<file path="config.mk">
export PLATFORM = sky130hd
export DESIGN_NAME = osc_cmd_bank
export DESIGN_NICKNAME = d
export VERILOG_FILES = /design/src/rtl/osc_cmd_bank.sv
export SDC_FILE = /design/constraint.sdc
export NUM_CORES = 1
export LEC_CHECK = 0
export CAP_MARGIN = 15
export CORE_ASPECT_RATIO = 1.1
export CORE_MARGIN = 2
export CORE_UTILIZATION = 29
export DETAILED_ROUTE_END_ITERATION = 6
export DONT_BUFFER_PORTS = 1
export GPL_TIMING_DRIVEN = 0
export PLACE_DENSITY_LB_ADDON = 0.05
export SYNTH_ARGS = -nofsm -noshare
export SYNTH_HDL_FRONTEND = slang
export SYNTH_SLANG_ARGS = --single-unit
</file>
<file path="constraint.sdc">
create_clock -name sys_clk -period 4.9 [get_ports sys_clk]
set_input_delay 1.225 -clock sys_clk [delete_from_list [all_inputs] [get_ports sys_clk]]
set_output_delay 1.225 -clock sys_clk [all_outputs]
set_load 0.02 [all_outputs]
</file>
<file path="src/rtl/osc_cmd_bank.sv">
// Oscillator bank command decoder: opcoded writes land in shadow registers; COMMIT copies them to the active outputs.
// Latency: shadow/active updates and readback load on the accepting edge; cmd_err is registered and asserts one cycle after it.
// Backpressure: cmd_ready = !rd_valid || rd_ready, so commands stall while a readback is held unconsumed.
//
// Ports:
//   sys_clk, sys_rst           clock, asynchronous active-high reset
//   cmd_word/data_word         [7:5] opcode, [4:0] channel; payload
//   cmd_valid/cmd_ready        command handshake
//   rd_data/rd_valid/rd_ready  readback handshake, data zero-extended
//   cmd_err                    one-cycle pulse after a rejected command
//   dirty                      shadow written since last commit
//   osc_en/tune/wave/pw        active per-channel outputs, channel i at [i*W +: W]
//   mode_sel                   active global mode
module osc_cmd_bank #(
    parameter int NUM_OSC          = 2,
    parameter int DATAWORD_WIDTH   = 16,
    parameter int TUNING_WIDTH     = 14,
    parameter int WAVE_SEL_WIDTH   = 3,
    parameter int PULSEWIDTH_WIDTH = 12,
    parameter int MODE_SEL_WIDTH   = 2,
    parameter int AUTO_COMMIT      = 0
) (
    input  logic                                 sys_clk,
    input  logic                                 sys_rst,
    input  logic [7:0]                           cmd_word,
    input  logic [DATAWORD_WIDTH-1:0]            data_word,
    input  logic                                 cmd_valid,
    output logic                                 cmd_ready,
    output logic [DATAWORD_WIDTH-1:0]            rd_data,
    output logic                                 rd_valid,
    input  logic                                 rd_ready,
    output logic                                 cmd_err,
    output logic                                 dirty,
    output logic [NUM_OSC-1:0]                   osc_en,
    output logic [NUM_OSC*TUNING_WIDTH-1:0]      osc_tune,
    output logic [NUM_OSC*WAVE_SEL_WIDTH-1:0]    osc_wave,
    output logic [NUM_OSC*PULSEWIDTH_WIDTH-1:0]  osc_pw,
    output logic [MODE_SEL_WIDTH-1:0]            mode_sel
);

    localparam int CHW = (NUM_OSC > 1) ? $clog2(NUM_OSC) : 1;
    localparam logic [5:0] NUM_OSC_W = 6'(NUM_OSC);

    typedef enum logic [2:0] {
        OP_NOP, OP_TUNE, OP_WAVE, OP_PW, OP_EN, OP_MODE, OP_COMMIT, OP_READ
    } op_e;

    localparam logic AUTO = (AUTO_COMMIT != 0);

    logic [TUNING_WIDTH-1:0]     tune_sh_q [NUM_OSC], tune_sh_d [NUM_OSC];
    logic [TUNING_WIDTH-1:0]     tune_ac_q [NUM_OSC], tune_ac_d [NUM_OSC];
    logic [WAVE_SEL_WIDTH-1:0]   wave_sh_q [NUM_OSC], wave_sh_d [NUM_OSC];
    logic [WAVE_SEL_WIDTH-1:0]   wave_ac_q [NUM_OSC], wave_ac_d [NUM_OSC];
    logic [PULSEWIDTH_WIDTH-1:0] pw_sh_q   [NUM_OSC], pw_sh_d   [NUM_OSC];
    logic [PULSEWIDTH_WIDTH-1:0] pw_ac_q   [NUM_OSC], pw_ac_d   [NUM_OSC];
    logic [NUM_OSC-1:0]          en_sh_q, en_sh_d, en_ac_q, en_ac_d;
    logic [MODE_SEL_WIDTH-1:0]   mode_sh_q, mode_sh_d, mode_ac_q, mode_ac_d;
    logic                        dirty_q, dirty_d;
    logic                        rd_valid_q, rd_valid_d;
    logic [DATAWORD_WIDTH-1:0]   rd_data_q, rd_data_d, rd_val;
    logic                        cmd_err_q;

    op_e                         op;
    logic [4:0]                  ch;
    logic [CHW-1:0]              ch_sel;
    logic [2:0]                  field;
    logic                        use_sh, ch_ok, chan_op, err, accept, do_cmd, is_write;

    assign op     = op_e'(cmd_word[7:5]);
    assign ch     = cmd_word[4:0];
    assign ch_sel = ch[CHW-1:0];
    assign field  = data_word[2:0];
    assign use_sh = data_word[3];
    assign ch_ok  = ({1'b0, ch} < NUM_OSC_W);

    assign cmd_ready = !rd_valid_q || rd_ready;
    assign accept    = cmd_valid && cmd_ready;

    // Channel-scoped: per-channel writes, and READs of per-channel fields.
    assign chan_op  = (op inside {OP_TUNE, OP_WAVE, OP_PW, OP_EN}) ||
                      (op == OP_READ && field <= 3'd3);
    assign err      = accept && ((chan_op && !ch_ok) || (op == OP_READ && field > 3'd4));
    assign do_cmd   = accept && !err;
    assign is_write = op inside {OP_TUNE, OP_WAVE, OP_PW, OP_EN, OP_MODE};

    // Readback mux; ch_sel is only meaningful when err is clear.
    always_comb begin
        rd_val = '0;
        case (field)
            3'd0: rd_val[TUNING_WIDTH-1:0]     = use_sh ? tune_sh_q[ch_sel] : tune_ac_q[ch_sel];
            3'd1: rd_val[WAVE_SEL_WIDTH-1:0]   = use_sh ? wave_sh_q[ch_sel] : wave_ac_q[ch_sel];
            3'd2: rd_val[PULSEWIDTH_WIDTH-1:0] = use_sh ? pw_sh_q[ch_sel]   : pw_ac_q[ch_sel];
            3'd3: rd_val[0]                    = use_sh ? en_sh_q[ch_sel]   : en_ac_q[ch_sel];
            3'd4: rd_val[MODE_SEL_WIDTH-1:0]   = use_sh ? mode_sh_q         : mode_ac_q;
            default: rd_val = '0;
        endcase
    end

    always_comb begin
        tune_sh_d = tune_sh_q;  tune_ac_d = tune_ac_q;
        wave_sh_d = wave_sh_q;  wave_ac_d = wave_ac_q;
        pw_sh_d   = pw_sh_q;    pw_ac_d   = pw_ac_q;
        en_sh_d   = en_sh_q;    en_ac_d   = en_ac_q;
        mode_sh_d = mode_sh_q;  mode_ac_d = mode_ac_q;
        dirty_d    = dirty_q;
        rd_valid_d = rd_valid_q && !rd_ready;
        rd_data_d  = rd_data_q;
        if (do_cmd) begin
            case (op)
                OP_TUNE: begin
                    tune_sh_d[ch_sel] = data_word[TUNING_WIDTH-1:0];
                    if (AUTO) tune_ac_d[ch_sel] = data_word[TUNING_WIDTH-1:0];
                end
                OP_WAVE: begin
                    wave_sh_d[ch_sel] = data_word[WAVE_SEL_WIDTH-1:0];
                    if (AUTO) wave_ac_d[ch_sel] = data_word[WAVE_SEL_WIDTH-1:0];
                end
                OP_PW: begin
                    pw_sh_d[ch_sel] = data_word[PULSEWIDTH_WIDTH-1:0];
                    if (AUTO) pw_ac_d[ch_sel] = data_word[PULSEWIDTH_WIDTH-1:0];
                end
                OP_EN: begin
                    en_sh_d[ch_sel] = data_word[0];
                    if (AUTO) en_ac_d[ch_sel] = data_word[0];
                end
                OP_MODE: begin
                    mode_sh_d = data_word[MODE_SEL_WIDTH-1:0];
                    if (AUTO) mode_ac_d = data_word[MODE_SEL_WIDTH-1:0];
                end
                OP_COMMIT: begin
                    // In auto-commit mode active already tracks shadow.
                    if (!AUTO) begin
                        tune_ac_d = tune_sh_q;
                        wave_ac_d = wave_sh_q;
                        pw_ac_d   = pw_sh_q;
                        en_ac_d   = en_sh_q;
                        mode_ac_d = mode_sh_q;
                        dirty_d   = 1'b0;
                    end
                end
                OP_READ: begin
                    rd_valid_d = 1'b1;
                    rd_data_d  = rd_val;
                end
                default: ;
            endcase
            if (is_write && !AUTO) dirty_d = 1'b1;
        end
    end

    always_ff @(posedge sys_clk or posedge sys_rst) begin
        if (sys_rst) begin
            tune_sh_q  <= '{default: '0};
            tune_ac_q  <= '{default: '0};
            wave_sh_q  <= '{default: '0};
            wave_ac_q  <= '{default: '0};
            pw_sh_q    <= '{default: '0};
            pw_ac_q    <= '{default: '0};
            en_sh_q    <= '0;
            en_ac_q    <= '0;
            mode_sh_q  <= '0;
            mode_ac_q  <= '0;
            dirty_q    <= 1'b0;
            rd_valid_q <= 1'b0;
            rd_data_q  <= '0;
            cmd_err_q  <= 1'b0;
        end else begin
            tune_sh_q  <= tune_sh_d;
            tune_ac_q  <= tune_ac_d;
            wave_sh_q  <= wave_sh_d;
            wave_ac_q  <= wave_ac_d;
            pw_sh_q    <= pw_sh_d;
            pw_ac_q    <= pw_ac_d;
            en_sh_q    <= en_sh_d;
            en_ac_q    <= en_ac_d;
            mode_sh_q  <= mode_sh_d;
            mode_ac_q  <= mode_ac_d;
            dirty_q    <= dirty_d;
            rd_valid_q <= rd_valid_d;
            rd_data_q  <= rd_data_d;
            cmd_err_q  <= err;
        end
    end

    for (genvar i = 0; i < NUM_OSC; i++) begin : g_pack
        assign osc_tune[i*TUNING_WIDTH +: TUNING_WIDTH]         = tune_ac_q[i];
        assign osc_wave[i*WAVE_SEL_WIDTH +: WAVE_SEL_WIDTH]     = wave_ac_q[i];
        assign osc_pw[i*PULSEWIDTH_WIDTH +: PULSEWIDTH_WIDTH]   = pw_ac_q[i];
    end

    assign osc_en   = en_ac_q;
    assign mode_sel = mode_ac_q;
    assign dirty    = dirty_q;
    assign rd_valid = rd_valid_q;
    assign rd_data  = rd_data_q;
    assign cmd_err  = cmd_err_q;

endmodule

</file>
==> results of run 1 <==
cell families after synthesis:
family / count (synthesis) / synth area share, %
mux: 163 / 33.3
flops: 141 / 53.2
simple gates: 48 / 5.43
compound gates: 43 / 4.45
buf+inv: 37 / 3.57
other cells: 1 / 0.0565
layout make-up:
class | instances | area (um2)
Sequential cell | 141 | 3530
Inverter | 6 | 26.3
Fill cell | 2234 | 14900
Buffer | 31 | 214
Multi-Input combinational cell | 256 | 2880
Clock inverter | 13 | 189
Tap cell | 300 | 375
Timing Repair Buffer | 5 | 91.3
Clock buffer | 19 | 443
power by group:
group | internal [mW] | switching, mW
registers | 1.39 | 0.360
clock network | 0.868 | 0.528
logic | 0.293 | 0.186
worst max-delay path by stage:
stage,slack [ns],startpoint,depth (start not counted),to
after floorplan,1.90,rd_ready,7,tune_sh_q[0]
after global placement,0.99,sys_rst,1,osc_pw[19]
after detailed placement,1.44,data_word[3],6,rd_data[4]
after CTS,1.88,data_word[3],6,rd_data[4]
after global routing,1.79,data_word[3],6,rd_data[4]
final,1.94,data_word[3],6,rd_data[4]
flip-flops by register name (all words and copies together), names as in the netlist:
name       count
en_sh_q        2
rd_valid       1
mode_sh_q      2
osc_pw        24
mode_sel       2
cmd_err        1
rd_data       14
pw_sh_q       24
osc_wave       6
tune_sh_q     28
osc_en         2
dirty          1
osc_tune      28
wave_sh_q      6
cells in the final DEF, fill, tap and decap left out, drive strengths merged:
cell type,count
a21o,1
a31oi,10
o221ai,1
nor2b,3
a2111oi,1
nand4,1
clkinv,2
mux2i,6
buf,31
dfrtp,141
mux2,130
o21ai,3
nor4b,2
nor3,4
bufinv,4
and2b,1
clkbuf,24
o211a,1
a211oi,1
mux4,27
nor4,7
a221o,1
nand3,4
nand3b,3
or2,2
clkinvlp,6
inv,7
o41ai,1
a21oi,11
conb,2
nor2,7
a22oi,12
nand2b,1
or2b,1
nand2,12
metal layers:
| layer | vias to the layer above | global-route usage, % |
|---|---|---|
| li1 | 1675 | - |
| met1 | 2056 | 21.8 |
| met2 | 105 | 26.8 |
| met3 | 16 | 6.13 |
| met4 | 0 | 4.81 |
| met5 | - | 0 |
per-stage QoR:
stage               worst slack (ns)  utilization, %  power, mW  cells  hold WS, ns
global placement               0.986            31.0       2.24    734        0.505
CTS                             1.88            34.2       3.68    771        0.530
finish                          1.94            34.2       3.63    771        0.522
floorplan                       1.90               -       2.09    434        0.492
detailed placement              1.44            31.4       2.27    739        0.514
global route                    1.79            34.2       3.81    771        0.548
==> parameters.txt, run 1 <==
Parameter                              Value

Critical path
  Critical path capture point type    flop
  Worst path slowest cell    buf_2
  Cell seen most often among critical-path stages    buf_2
  Type of element launching the critical path    input pin
  Worst flop-to-flop path startpoint    rd_valid
  Kind of cell with the highest combined delay on the critical path    buffers and inverters
  Data arrival at the endpoint of the critical path    ~3.2 ns
  Largest stage delay on the critical path    0.48 ns
  Reg-to-reg endpoint    rd_data[0]
  Number of cells on the worst reg-to-reg path    5
  Category of the critical setup timing path    in -> reg
  Cells traversed along the worst timing path    buf_2 > buf_2 > buf_2 > mux4_2 > a22oi_1 > a31oi_1
  Sum of buffers and inverters on the critical path    3
  Data required time at the worst endpoint    5.18 ns
  Largest fanout of any net on the critical path    10
  R2r setup slk    roughly 2.3 ns

Final layout
  Layout overhead on the synthesized area    16.8%
  Total non-filler cell area in the finished layout    7740 um2
  # nets final    about 490
  Antenna fix cells    0
  Layout cells sized above 1    49.9%

Global routing
  Pin count of the biggest net entering global routing    38
  Via count of the first global-routing pass    4137
  Sum of overflow across all layers after global routing    0
  Number of antenna violations at the first check in global routing    0
  Aggregate global-route resource usage    16.9%
  Wire length of the first global-routing pass    slightly below 30000 um

Synth
  Post-synth top area cell    dfrtp_1
  Portion of the post-synthesis area used by sequential elements    53.2%
  Commonest cells post-synth    dfrtp_1 (141), mux2_2 (110), mux4_2 (27), mux2_4 (20)
  Cells taking the most area after synthesis    dfrtp_1 (53%), mux2_2 (19%), mux4_2 (9.2%), mux2_4 (4.5%), a22oi_1 (1.4%)
  Synth unique cells    43
  Flip-flop and latch count after synthesis    between 100 and 150
  Area of the mapped netlist    6630 um2
  Count of yosys warnings during synthesis    0
  Number of enable flip-flop cells after synthesis    0
  Cell count after synthesis    ~430
  Synth Flop Type    dfrtp_1
  Avg Cell Area, Syn    15.3 um2
  Proportion of register bits with asynchronous set or reset after synthesis    100%
  Top-count cell post-synth    dfrtp_1
  Post-synth top area share    roughly 53%

Clock network
  CTS Buf Count    17
  Clock latency reported for the late side of the worst-skew pair    0.43 ns
  Clock tree from TritonCTS    built
  Clk slew on worst S/H paths    0.06 ns
  Number of buffers between clock root and the deepest sink    2
  Htree depth    4
  # hold bufs at CTS    0
  Clock Sinks    141
  Cells resized by post-CTS repair    0
  Clk root buf    clkbuf_16
  Number of buffers inserted to repair setup after CTS    0

Route
  Routed met1 length    about 8300 um
  Uppermost signal routing layer after detailed routing    met4
  Total number of vias    3852
  Drt initial violations    260
  Count of nets left with antenna violations after detail routing    0
  Routed length on met3    1430 um
  Amount of wire on met2 after detailed routing    9310 um
  Average via count per standard cell    5.00
  Detailed-router iteration count before antenna repair    4
  Avg WL per Cell    25.1 um
  Residual DRC count    0
  Final routed wirelength across all metal layers    just under 20000 um

STA
  Relative max-transition margin    between 20 and 30%
  Total setup violations reported at the end of the flow    0
  Least-Margin Pin Slew    about 1.1 ns
  RSZ-0062 raised after global routing    false
  Final Slew Violations    0
  Min Tclk post-route    2.96 ns
  Number of endpoints with negative hold slack in the final report    0
  Final period util    around 60%
  Max Fclk    roughly 0.34 GHz
  Setup TNS    0 ns
  Setup clock skew after layout    between 0.008 and 0.009 ns

Min path
  Kind of path behind the tightest hold check    reg -> reg
  Launch instance of the worst min-delay path    pw_sh_q[12]
  Hold path depth    1
  Worst hold path endpoint    osc_pw[0]

Run status
  Result of the run    finished, final reports clean

Floorplanning
  X dimension of the die    around 150 um
  Total core area    22600 um2
  Height of the chip    163 um
  Rows    58
  Die Outline Area    24100 um2
  Ports    between 100 and 150
  Initial core utilization    between 20% and 30%

Placement
  Routability congestion estimate    between 0.7 and 0.8
  Cell area after placement    7110 um2
  Half-perimeter wire length after detailed placement    13400 um
  Count of input and output buffers    0

Pwr
  Maximum resistive drop on vdd    0.000234 V
  Cell leakage power    3.44 nW
  Power density cells    468 nW/um2

Run
  Number of max-capacitance violations reported    0
Power figures use the tool's default switching activity.
==> run 2, diff against run 1 <==
Clock period 4.9 ns to 2.9 ns, I/O delays scaled along.
==> results of run 2 <==
The final DEF is identical to that of run 1. Status: finished, final reports clean.
Main changes from that run: setup slack after placement 1.44 ns -> -0.0587 ns; setup slack after layout 1.94 ns -> 0.300 ns; hold slack 0.522 ns -> 0.212 ns; start point of the critical path data_word[3] -> rd_valid; end point of the critical path rd_data[4] -> rd_data[0]; register-to-register setup slack 2.30 ns -> 0.30 ns; total power 3.63 mW -> 6.13 mW; worst IR drop on VDD 0.000234 V -> 0.000395 V
